### src/rtl/uart_rx_os.sv
// Oversampling UART receiver: mid-bit sampling, LSB first, valid/ready holding register.
// Define UART_RX_PARITY_EN to add an even-parity bit between data and stop.
module uart_rx_os #(
  parameter int DATA_BITS  = 8,
  parameter int OVERSAMPLE = 16
) (
  input  logic                 clk,
  input  logic                 rst,
  input  logic                 tick,
  input  logic                 rx,
  output logic [DATA_BITS-1:0] rx_data,
  output logic                 rx_valid,
  input  logic                 rx_ready,
  output logic                 rx_parity_err,
  output logic                 frame_err,
  output logic                 overrun
);

  localparam int SW = $clog2(OVERSAMPLE);
  localparam int NW = $clog2(DATA_BITS);
  localparam logic [SW-1:0] S_HALF = SW'(OVERSAMPLE / 2 - 1);
  localparam logic [SW-1:0] S_LAST = SW'(OVERSAMPLE - 1);
  localparam logic [NW-1:0] N_LAST = NW'(DATA_BITS - 1);

  typedef enum logic [2:0] {
    S_IDLE,
    S_START,
    S_DATA,
`ifdef UART_RX_PARITY_EN
    S_PARITY,
`endif
    S_STOP,
    S_WAIT
  } state_e;

  state_e               state_q, state_d;
  logic                 sync1_q, sync2_q;
  logic                 rx_s;
  logic [SW-1:0]        s_cnt_q, s_cnt_d;
  logic [NW-1:0]        n_cnt_q, n_cnt_d;
  logic [DATA_BITS-1:0] sh_q, sh_d;
  logic [DATA_BITS-1:0] rx_data_q, rx_data_d;
  logic                 rx_valid_q, rx_valid_d;
  logic                 frame_err_q, frame_err_d;
  logic                 overrun_q, overrun_d;
  logic                 stop_hit, commit;
`ifdef UART_RX_PARITY_EN
  logic                 perr_q, perr_d;
  logic                 rx_perr_q, rx_perr_d;
`endif

  assign rx_s = sync2_q;

  always_ff @(posedge clk) begin
    if (rst) begin
      state_q     <= S_IDLE;
      sync1_q     <= 1'b1;
      sync2_q     <= 1'b1;
      s_cnt_q     <= '0;
      n_cnt_q     <= '0;
      sh_q        <= '0;
      rx_data_q   <= '0;
      rx_valid_q  <= 1'b0;
      frame_err_q <= 1'b0;
      overrun_q   <= 1'b0;
`ifdef UART_RX_PARITY_EN
      perr_q      <= 1'b0;
      rx_perr_q   <= 1'b0;
`endif
    end else begin
      state_q     <= state_d;
      sync1_q     <= rx;
      sync2_q     <= sync1_q;
      s_cnt_q     <= s_cnt_d;
      n_cnt_q     <= n_cnt_d;
      sh_q        <= sh_d;
      rx_data_q   <= rx_data_d;
      rx_valid_q  <= rx_valid_d;
      frame_err_q <= frame_err_d;
      overrun_q   <= overrun_d;
`ifdef UART_RX_PARITY_EN
      perr_q      <= perr_d;
      rx_perr_q   <= rx_perr_d;
`endif
    end
  end

  always_comb begin
    state_d = state_q;
    s_cnt_d = s_cnt_q;
    n_cnt_d = n_cnt_q;
    sh_d    = sh_q;
`ifdef UART_RX_PARITY_EN
    perr_d  = perr_q;
`endif
    unique case (state_q)
      S_IDLE: begin
        if (!rx_s) begin
          state_d = S_START;
          s_cnt_d = '0;
        end
      end
      S_START: begin
        if (tick) begin
          if (s_cnt_q == S_HALF) begin
            if (rx_s) begin
              state_d = S_IDLE;
            end else begin
              state_d = S_DATA;
              s_cnt_d = '0;
              n_cnt_d = '0;
            end
          end else begin
            s_cnt_d = s_cnt_q + 1'b1;
          end
        end
      end
      S_DATA: begin
        if (tick) begin
          if (s_cnt_q == S_LAST) begin
            s_cnt_d = '0;
            sh_d    = {rx_s, sh_q[DATA_BITS-1:1]};
            n_cnt_d = n_cnt_q + 1'b1;
            if (n_cnt_q == N_LAST) begin
`ifdef UART_RX_PARITY_EN
              state_d = S_PARITY;
`else
              state_d = S_STOP;
`endif
            end
          end else begin
            s_cnt_d = s_cnt_q + 1'b1;
          end
        end
      end
`ifdef UART_RX_PARITY_EN
      S_PARITY: begin
        if (tick) begin
          if (s_cnt_q == S_LAST) begin
            s_cnt_d = '0;
            perr_d  = rx_s ^ (^sh_q);
            state_d = S_STOP;
          end else begin
            s_cnt_d = s_cnt_q + 1'b1;
          end
        end
      end
`endif
      S_STOP: begin
        if (tick) begin
          if (s_cnt_q == S_LAST) begin
            s_cnt_d = '0;
            state_d = rx_s ? S_IDLE : S_WAIT;
          end else begin
            s_cnt_d = s_cnt_q + 1'b1;
          end
        end
      end
      S_WAIT: begin
        if (rx_s) state_d = S_IDLE;
      end
      default: state_d = S_IDLE;
    endcase
  end

  // A pop in the commit cycle frees the slot, so the new word is loaded.
  always_comb begin
    stop_hit    = (state_q == S_STOP) && tick && (s_cnt_q == S_LAST);
    commit      = stop_hit && rx_s;
    rx_data_d   = rx_data_q;
    rx_valid_d  = rx_valid_q;
    frame_err_d = stop_hit && !rx_s;
    overrun_d   = 1'b0;
`ifdef UART_RX_PARITY_EN
    rx_perr_d   = rx_perr_q;
`endif
    if (commit) begin
      if (!rx_valid_q || rx_ready) begin
        rx_data_d  = sh_q;
        rx_valid_d = 1'b1;
`ifdef UART_RX_PARITY_EN
        rx_perr_d  = perr_q;
`endif
      end else begin
        overrun_d = 1'b1;
      end
    end else if (rx_valid_q && rx_ready) begin
      rx_valid_d = 1'b0;
    end
  end

  assign rx_data   = rx_data_q;
  assign rx_valid  = rx_valid_q;
  assign frame_err = frame_err_q;
  assign overrun   = overrun_q;
`ifdef UART_RX_PARITY_EN
  assign rx_parity_err = rx_perr_q;
`else
  assign rx_parity_err = 1'b0;
`endif

endmodule
### config.mk
export PLATFORM = sky130hd
export DESIGN_NAME = uart_rx_os
export DESIGN_NICKNAME = d
export VERILOG_FILES = /design/src/rtl/uart_rx_os.sv
export SDC_FILE = /design/constraint.sdc
export NUM_CORES = 1
export LEC_CHECK = 0
export CAP_MARGIN = 20
export CELL_PAD_IN_SITES_DETAIL_PLACEMENT = 1
export CELL_PAD_IN_SITES_GLOBAL_PLACEMENT = 1
export CORE_ASPECT_RATIO = 0.5
export CORE_MARGIN = 2
export CORE_UTILIZATION = 38
export CTS_CLUSTER_DIAMETER = 30
export DETAILED_ROUTE_END_ITERATION = 12
export GPL_TIMING_DRIVEN = 0
export PLACE_DENSITY = 0.79
export SYNTH_ARGS = -nofsm -noshare
export SYNTH_HDL_FRONTEND = slang
export SYNTH_SLANG_ARGS = --single-unit
### constraint.sdc
create_clock -name clk -period 1.7 [get_ports clk]
set_input_delay 0.51 -clock clk [delete_from_list [all_inputs] [get_ports clk]]
set_output_delay 0.51 -clock clk [all_outputs]
set_load 0.05 [all_outputs]
==> results.json, run 1 <==
{
  "result_of_the_run": "completed",
  "grt_first_pass_wirelength_um": 5060,
  "synthesis.area_sq_um": 1430,
  "hold_path.class": "register to register",
  "numPlacedInstances": 207,
  "clock_insertion_delay_worst_skew_ns": 0.29,
  "synth.yosys.seq_area_share_pct": 43.5,
  "crit_chain": "dlygate4sd2_1 > nand4b_4 > nor4b_4 > buf_6 > mux2i_1 > nor2_1",
  "crit_arrival_ns": 1.82,
  "worst_setup_hold_path_clk_slew_ns": 0.06,
  "post_drt_wl_per_cell_um": 14.5,
  "critPathLaunchType": "input port",
  "synth_enable_flop_cells": 0,
  "static-leakage-power_nw": 0.683,
  "cts_made_buffers": 5,
  "die_height_um": 47.3,
  "power-per-cell-area_nw_per_um2": 796,
  "final_period_minus_worst_setup_slack_ns": 1.66,
  "syn_nets": 150,
  "critical_path.max_stage_delay_ns": 0.35,
  "effective_utilization_at_floorplan_pct": 40.7,
  "crit_path_top_delay_cell": "dlygate4sd2_1",
  "timing.critical_path.to_type": "register",
  "nets": 172,
  "timing.final.crit_share_pct": 97.8,
  "drt_drc_violations_left": 0,
  "synth_ff_type": "dfxtp_1",
  "max_cap_violations": 0,
  "synth-async-reset-ratio_pct": 0,
  "antennaDiodeCount": 0,
  "cts.path.max_buffers": 2,
  "synthesis.yosys.warnings": 0,
  "grt_start_max_net_pins": 11,
  "syn-instance-count": 142,
  "fp.coreArea_sq_um": 3510,
  "drt_iter0_drc": 35,
  "drtPass1Iterations": 4,
  "timing_max_transition_violations_final": 0,
  "worst_pin_slew_ns": 0.529,
  "clock_tree.htree_level_count": 2,
  "hold_viol": 0,
  "final_layout_size_suffix_gt1_share_pct": 20.0,
  "fmax_mhz": 601,
  "grt_overflow_total": 0,
  "groute.usage.overall_pct": 15.8,
  "placementRows": 15,
  "final-setup-viol-count": 0,
  "timing.critical_path.required_ns": 1.86,
  "antenna_violating_nets_post_route": 0,
  "synth.distinct_cells": 46,
  "multi_input_gate_area_sq_um": 752,
  "cts.sink_count": 31,
  "fill_cells": 394,
  "vdd_ir_drop_max_mv": 0.389,
  "synth.avg_cell_area_sq_um": 10.1,
  "number_of_global_route_vias_before_repair": 1031,
  "timing.critical_path.buf_inv": 2,
  "power.total_mw": 1.40,
  "criticalPathCategory": "input port to register",
  "setup_repair_after_global_routing_missed_its_margin": "true",
  "grt_antenna_before_repair": 0,
  "post_drt_via_cell_ratio": 5.10,
  "largest_fanout_of_any_net_on_the_critical_path": 8,
  "port-buffer-count": 14,
  "ff_latch_area_sq_um": 624,
  "fp.dieW_um": 90.7,
  "most_used_cells_in_the_layout_excluding_fill_and_tap_cells": "dfxtp_1, nor2_1, mux2i_1, dlygate4sd2_1, a21oi_1",
  "clk_root_buffer_cell": "clkbuf_8",
  "hpwl_um": 2130,
  "fin_worst_hold_slack_ns": 0.421,
  "die-area_sq_um": 4290,
  "boundaryPins": 17,
  "layout.cells.most_common": "dfxtp_1",
  "maxSlewHeadroom_pct": 64.4,
  "cts_tree": "done",
  "cp_delay_by_family_top": "simple AND/OR/NAND/NOR gates",
  "routed_vias": 1102,
  "routed_wirelength_um": 3130,
  "layout.cells.non_filler": 216,
  "worst_clock_skew_ns": 0.00877,
  "synth_seq_cells": 31,
  "routabilityCongestion": 0.752,
  "syn_to_final_growth_pct": 22.8
}
-- path summary, 6_finish.rpt --
path	to	slack, ns	cells past startpoint	start
max	rx_data[5]	0.04	6	tick
min	rx_s	0.42	1	sync1_q
max reg2reg	n_cnt_q[0]	0.06	5	rx_s
min reg2reg	rx_s	0.42	1	sync1_q
-- area by class of cell --
class	count	share of cell area, %
clock buffer	6	4.14
clock inverter	2	0.714
timing repair buffer	15	8.42
buffer	10	4.35
sequential	31	35.6
tap	51	3.64
inverter	1	0.214
multi-input combinational	100	42.9
-- state kept, by name, indices dropped and copies added (netlist names) --
signal and count:
rx_valid 1, state_q 3, sh_q 8, s_cnt_q 4, overrun 1, sync1_q 1
rx_data 8, n_cnt_q 3, frame_err 1, rx_s 1
-- through the flow --
step	setup TNS, ns	area [sq um]	worst slack, ns	util (%)
after floorplan	0	1430	0.0871	-
after global placement	-11.03	1630	-0.563	46.5
after detailed placement	-11.50	1630	-0.564	46.5
after CTS	0	1730	0.00187	49.2
after global routing	-0.339	1750	-0.0536	49.9
final	0	1750	0.0369	49.9
-- synthesized netlist by cell type, types with 2 or more instances --
| cell type | number | area share (%) |
|---|---|---|
| buf_4 | 5 | 2.6 |
| a21o_1 | 2 | 1.1 |
| dfxtp_1 | 31 | 43 |
| a21oi_1 | 9 | 3.2 |
| buf_6 | 2 | 1.6 |
| nor2_1 | 20 | 5.3 |
| clkbuf_1 | 2 | 0.53 |
| a22o_1 | 2 | 1.2 |
| nand2b_1 | 2 | 0.88 |
| or2_2 | 2 | 0.88 |
| nand2_1 | 5 | 1.3 |
| nor3b_1 | 2 | 1.1 |
| nand3_1 | 2 | 0.70 |
| mux2i_1 | 16 | 11 |
| ha_1 | 3 | 2.6 |
| nor3_1 | 5 | 1.8 |
| nand3b_1 | 3 | 1.6 |
-- power breakdown --
group          internal, mW  switching (mW)  leakage, nW  total, mW
logic                0.0330          0.0518        0.390     0.0848
clock network         0.286           0.288       0.0412      0.573
registers             0.732         0.00566        0.252      0.738
-- metal layers --
layer / global-route usage, % / wire length, um / vias to the layer above
met4: 5.54 / 13 / 0
met1: 19.9 / 1610 / 536
met3: 6.26 / 120 / 3
li1: - / - / 545
met5: 0 / 0 / -
met2: 25.8 / 1390 / 18
-- repair_timing --
action	4_1_cts	5_1_grt
gates resized for setup	17	4
pin swaps	0	1
hold buffers	0	0
setup endpoints to repair	31	20
buffers inserted	0	1
gates cloned	0	0
-- kinds of logic (layout without fill, tap and decap cells) --
kind of cell | after synthesis | count (layout) | synth area share, %
simple gates | 53 | 53 | 22.6
flops | 31 | 31 | 43.5
compound gates | 24 | 24 | 11.9
mux | 17 | 17 | 12.0
buf+inv | 11 | 34 | 5.35
fa+ha+maj | 3 | 3 | 2.63
xor+xnor | 2 | 2 | 1.75
other cells | 1 | 1 | 0.263
-- worst register-to-register path, stage by stage, from the launching register on --
cell,delay [ns]
dfxtp_1,0.29
buf_2,0.18
or4b_1,0.53
a21oi_1,0.18
nor2_1,0.10
mux2_2,0.26
Note: power is estimated with default switching activity, not from simulation.
==> run 2: changes to the inputs <==
- CORE_UTILIZATION: 38 -> 43
- CTS_CLUSTER_DIAMETER: 30 -> default
- DONT_BUFFER_PORTS: default -> 1
- PLACE_DENSITY: 0.79 -> 0.78
==> run 2 against run 1 <==
Register-to-register slack got worse by 0.02 ns; clock power increased by 1%; via count decreased by 2.9%; global-route usage increased by 2.0 points; die area decreased by 11%; final area decreased by 6.9%; worst hold slack got worse by 0.095 ns; sequential share of layout area increased by 2.8 points.
==> results.json, run 2 (synthesized netlist as in run 1, its figures left out) <==
{
  "result_of_the_run": "completed",
  "layout.cells.non_filler": 192,
  "layout.cells.most_common": "dfxtp_1",
  "vdd_ir_drop_max_mv": 0.423,
  "max_cap_violations": 0,
  "static-leakage-power_nw": 0.590,
  "routed_vias": 1070,
  "number_of_global_route_vias_before_repair": 1070,
  "hpwl_um": 2020,
  "grt-busiest-layer": "met2",
  "drt_iter0_drc": 49,
  "timing.final.crit_share_pct": 97.6,
  "maxSlewHeadroom_pct": 63.5,
  "criticalPathCategory": "register to register",
  "worst_setup_hold_path_clk_slew_ns": 0.07,
  "nets": 159,
  "grt_overflow_total": 0,
  "detailed_place.area_sq_um": 1480,
  "timing_max_transition_violations_final": 0,
  "drt_drc_violations_left": 0,
  "clk_root_buffer_cell": "clkbuf_8",
  "hold_path.class": "input port to register",
  "port-buffer-count": 0,
  "post_drt_via_cell_ratio": 5.57,
  "cts_made_buffers": 5,
  "power.total_mw": 1.39,
  "grt_start_max_net_pins": 12,
  "post_drt_wl_per_cell_um": 16.6,
  "fmax_mhz": 603,
  "effective_utilization_at_floorplan_pct": 46.3,
  "die-area_sq_um": 3830,
  "groute.usage.overall_pct": 17.8,
  "cts_tree": "done",
  "met1_usage_pct": 21.7,
  "setup_tns_ns": 0,
  "fp.coreArea_sq_um": 3080,
  "critPathLaunchType": "register",
  "die_height_um": 44.7,
  "final_period_minus_worst_setup_slack_ns": 1.66,
  "syn_to_final_growth_pct": 14.4,
  "crit_arrival_ns": 1.84,
  "finish.instance_area_sq_um": 1630,
  "worst_clock_skew_ns": 0.00677,
  "clock_tree.htree_level_count": 2,
  "placementRows": 14,
  "grt_first_pass_wirelength_um": 5130,
  "cts.sink_count": 31,
  "largest_fanout_of_any_net_on_the_critical_path": 9,
  "clock_insertion_delay_worst_skew_ns": 0.28,
  "antennaDiodeCount": 0,
  "global_route.usage.met3_pct": 6.76,
  "final-setup-viol-count": 0,
  "fill_cells": 343,
  "timing.critical_path.to_type": "register",
  "power-per-cell-area_nw_per_um2": 854,
  "antenna_violating_nets_post_route": 0,
  "numPlacedInstances": 182,
  "routed_wirelength_um": 3180,
  "worst_pin_slew_ns": 0.546,
  "grt_antenna_before_repair": 0,
  "routabilityCongestion": 0.829,
  "cts.path.max_buffers": 2,
  "drtPass1Iterations": 4,
  "fp.dieW_um": 85.5,
  "boundaryPins": 17,
  "most_used_cells_in_the_layout_excluding_fill_and_tap_cells": "dfxtp_1, nor2_1, mux2i_1, a21oi_1",
  "final_layout_size_suffix_gt1_share_pct": 23.0,
  "fin_util_pct": 53.0,
  "hold_viol": 0,
  "met2_usage_pct": 28.9,
  "timing.critical_path.required_ns": 1.88
}
-- run 2: changes by cell type in the layout (fill, tap and decap cells not counted), sizes merged --
cell	delta
dlygate4sd2	-10
clkdlybuf4s15	-2
clkdlybuf4s50	-2
buf	+1
clkbuf	-1
clkinvlp	+1
-- run 2: metal layers --
layer | wire [um] | share of wire [%]
met5 | 0 | 0
met3 | 150 | 4.7
met1 | 1540 | 48
met4 | 28 | 0.88
met2 | 1460 | 46
-- run 2: metrics by stage --
stage | hold WS (ns) | setup slack [ns]
2_1_floorplan | 0.389 | 0.0871
3_3_place_gp | 0.396 | -0.123
3_5_place_dp | 0.398 | -0.180
4_1_cts | 0.320 | 0.00513
5_1_grt | 0.320 | -0.0417
6_report | 0.325 | 0.0415
-- run 2: area by class of cell --
cell class	count	area, sq um	share of cell area (%)
sequential	31	627	38.4
clock buffer	5	68.8	4.21
buffer	10	76.3	4.67
multi-input combinational	100	759	46.5
clock inverter	3	20.0	1.23
tap	40	50.0	3.07
timing repair buffer	2	27.5	1.69
inverter	1	3.75	0.230
-- run 2: worst paths after layout --
check,cells after the start,startpoint,slack [ns],to
min,1,rx,0.33,sync1_q
min reg2reg,1,sync1_q,0.41,rx_s
max,5,rx_s,0.04,n_cnt_q[0]
max reg2reg,5,rx_s,0.04,n_cnt_q[0]
-- run 2: report_power, final --
group | internal [mW] | switching, mW | leakage (nW) | total, mW
registers | 0.731 | 0.00599 | 0.252 | 0.737
clock network | 0.284 | 0.295 | 0.0402 | 0.580
logic | 0.0280 | 0.0487 | 0.298 | 0.0766
-- run 2: timing repair --
| action | in CTS | in global routing |
|---|---|---|
| gates resized for setup | 6 | 3 |
| endpoints found under the setup margin | 17 | 17 |
| pin swaps | 0 | 3 |
| hold buffers | 0 | 0 |
| cloned | 0 | 0 |
| setup buffers | 0 | 2 |
-- run 2: critical path, cell delays in order (launching register included) --
cell and delay (ns):
dfxtp_1 0.30, buf_2 0.17, or4b_1 0.54, a21oi_1 0.19
nor2_1 0.09, mux2_2 0.26
==> run 3: changes to the inputs <==
- CORE_MARGIN: 2 -> default
==> run 3 against run 2 <==
Sequential power about the same; critical path depth unchanged; via count down 1.5%; critical path type unchanged; total power about the same.
==> results.json, run 3 (synthesized netlist as in run 1, its figures left out) <==
{
  "hold_viol": 0,
  "post_drt_wl_per_cell_um": 15.4,
  "fmax_mhz": 607,
  "cts_tree": "done",
  "fin_worst_hold_slack_ns": 0.324,
  "cts_made_buffers": 5,
  "worst_setup_path_startpoint": "rx_s",
  "cts.path.max_buffers": 2,
  "grt_first_pass_wirelength_um": 5010,
  "clk_root_buffer_cell": "clkbuf_8",
  "worst_clock_skew_ns": 0.00384,
  "boundaryPins": 17,
  "ctsHoldBuffers": 0,
  "routed_vias": 1054,
  "cts.sink_count": 31,
  "routed_wirelength_um": 2940,
  "syn_to_final_growth_pct": 12.6,
  "worstReg2RegEnd": "n_cnt_q[0]",
  "groute.usage.overall_pct": 18.7,
  "clock_insertion_delay_worst_skew_ns": 0.29,
  "critical_path.max_stage_delay_ns": 0.51,
  "layout.cells.most_common": "dfxtp_1",
  "final_layout_size_suffix_gt1_share_pct": 22.5,
  "max_cap_violations": 0,
  "nets": 158,
  "antenna_violating_nets_post_route": 0,
  "switching_power_total_mw": 0.352,
  "multi_input_gate_area_sq_um": 743,
  "worst_setup_hold_path_clk_slew_ns": 0.07,
  "most_used_cells_in_the_layout_excluding_fill_and_tap_cells": "dfxtp_1, nor2_1, mux2i_1, a21oi_1",
  "crit_path_top_delay_cell": "or4b_1",
  "post_drt_via_cell_ratio": 5.52,
  "rr_startpoint": "rx_s",
  "crit_arrival_ns": 1.83,
  "timing.critical_path.to_type": "register",
  "hold_path.class": "input port to register",
  "effective_utilization_at_floorplan_pct": 46.3,
  "share_comb_of_total_power_pct": 5.3,
  "fin_util_pct": 52.2,
  "critical_path.endpoint": "n_cnt_q[0]",
  "grt_antenna_before_repair": 0,
  "depth_of_the_worst_register_to_register_path": 5,
  "ff_latch_area_sq_um": 629,
  "drt_drc_violations_left": 0,
  "fill_cells": 348,
  "fp.dieW_um": 83.5,
  "hpwl_um": 1960,
  "r2r_setup_slack_ns": 0.05,
  "hold_path_origin": "rx",
  "placementRows": 14,
  "internal_power_mw": 1.04,
  "result_of_the_run": "completed",
  "static-leakage-power_nw": 0.578,
  "grt_overflow_total": 0,
  "die-area_sq_um": 3570,
  "largest_fanout_of_any_net_on_the_critical_path": 9,
  "power-per-cell-area_nw_per_um2": 867,
  "clock_tree.htree_level_count": 2,
  "final-setup-viol-count": 0,
  "final_period_minus_worst_setup_slack_ns": 1.65,
  "die_height_um": 42.7,
  "share_seq_of_total_power_pct": 52.8,
  "timing_max_transition_violations_final": 0,
  "power_frac_clock_pct": 41.9,
  "grt_start_max_net_pins": 12,
  "setup_repair_after_global_routing_missed_its_margin": "true",
  "maxSlewHeadroom_pct": 65.7,
  "timing.critical_path.required_ns": 1.88,
  "critPathLaunchType": "register",
  "port-buffer-count": 0,
  "crit_chain": "buf_2 > or4b_1 > a21oi_1 > nor2_1 > mux2_2",
  "vdd_ir_drop_max_mv": 0.513,
  "worst_pin_slew_ns": 0.513,
  "fp.coreArea_sq_um": 3080,
  "power.total_mw": 1.39,
  "timing.final.crit_share_pct": 97.0,
  "number_of_global_route_vias_before_repair": 1049,
  "power.switching_fraction_pct": 25.3,
  "antennaDiodeCount": 0,
  "criticalPathCategory": "register to register",
  "drt_iter0_drc": 48,
  "drtPass1Iterations": 4,
  "routabilityCongestion": 0.784
}
run 3: per-stage QoR:
step,setup slack [ns],std cells,setup TNS (ns),cell area (sq um)
finish,0.0512,191,0,1610
global route,-0.00360,191,-0.00360,1610
CTS,0.00503,190,0,1580
detailed placement,-0.148,182,-1.95,1480
global placement,-0.126,182,-1.54,1480
floorplan,0.0871,142,0,1430
run 3: layout make-up:
cell class                 instances  share of cell area (%)
multi-input combinational        100                    46.2
clock inverter                     3                    1.25
tap                               40                    3.11
buffer                            10                    4.51
sequential                        31                    39.1
inverter                           1                   0.233
timing repair buffer               1                    1.25
clock buffer                       5                    4.28
run 3: what timing repair did:
action | CTS | global route
setup buffers | 0 | 1
pin swaps | 0 | 3
setup endpoints to repair | 17 | 17
resized for setup | 4 | 3
run 3: power groups by stage:
stage / sequential (mW) / combinational (mW) / clock, mW
detailed placement: 0.754 / 0.0724 / 0
global route: 0.736 / 0.0825 / 0.626
global placement: 0.753 / 0.0711 / 0
floorplan: 0.752 / 0.0592 / 0
CTS: 0.738 / 0.0739 / 0.591
finish: 0.736 / 0.0744 / 0.584
run 3: how the worst min path moves through the flow:
stage,endpoint,slack (ns),cells past startpoint
4_1_cts,sync1_q,0.32,1
3_5_place_dp,rx_s,0.40,1
6_report,sync1_q,0.32,1
2_1_floorplan,rx_s,0.39,1
5_1_grt,sync1_q,0.32,1
3_3_place_gp,rx_s,0.40,1
run 3: critical path: cells and delay by family, from the launching register on:
family / cells / cell delay [ns]
DFF: 1 / 0.30
muxes: 1 / 0.27
and+or+nand+nor: 2 / 0.61
buffers and inverters: 1 / 0.17
AOI/OAI and AO/OA: 1 / 0.19
run 3: routing by layer:
| layer | wire length [um] | track usage [%] | vias up | part of all wire (%) |
|---|---|---|---|---|
| met4 | 61 | 8.14 | 0 | 2.1 |
| met2 | 1270 | 30.5 | 21 | 43 |
| met1 | 1460 | 21.9 | 507 | 49 |
| li1 | - | - | 518 | - |
| met3 | 153 | 7.78 | 8 | 5.2 |
| met5 | 0 | 0 | - | 0 |
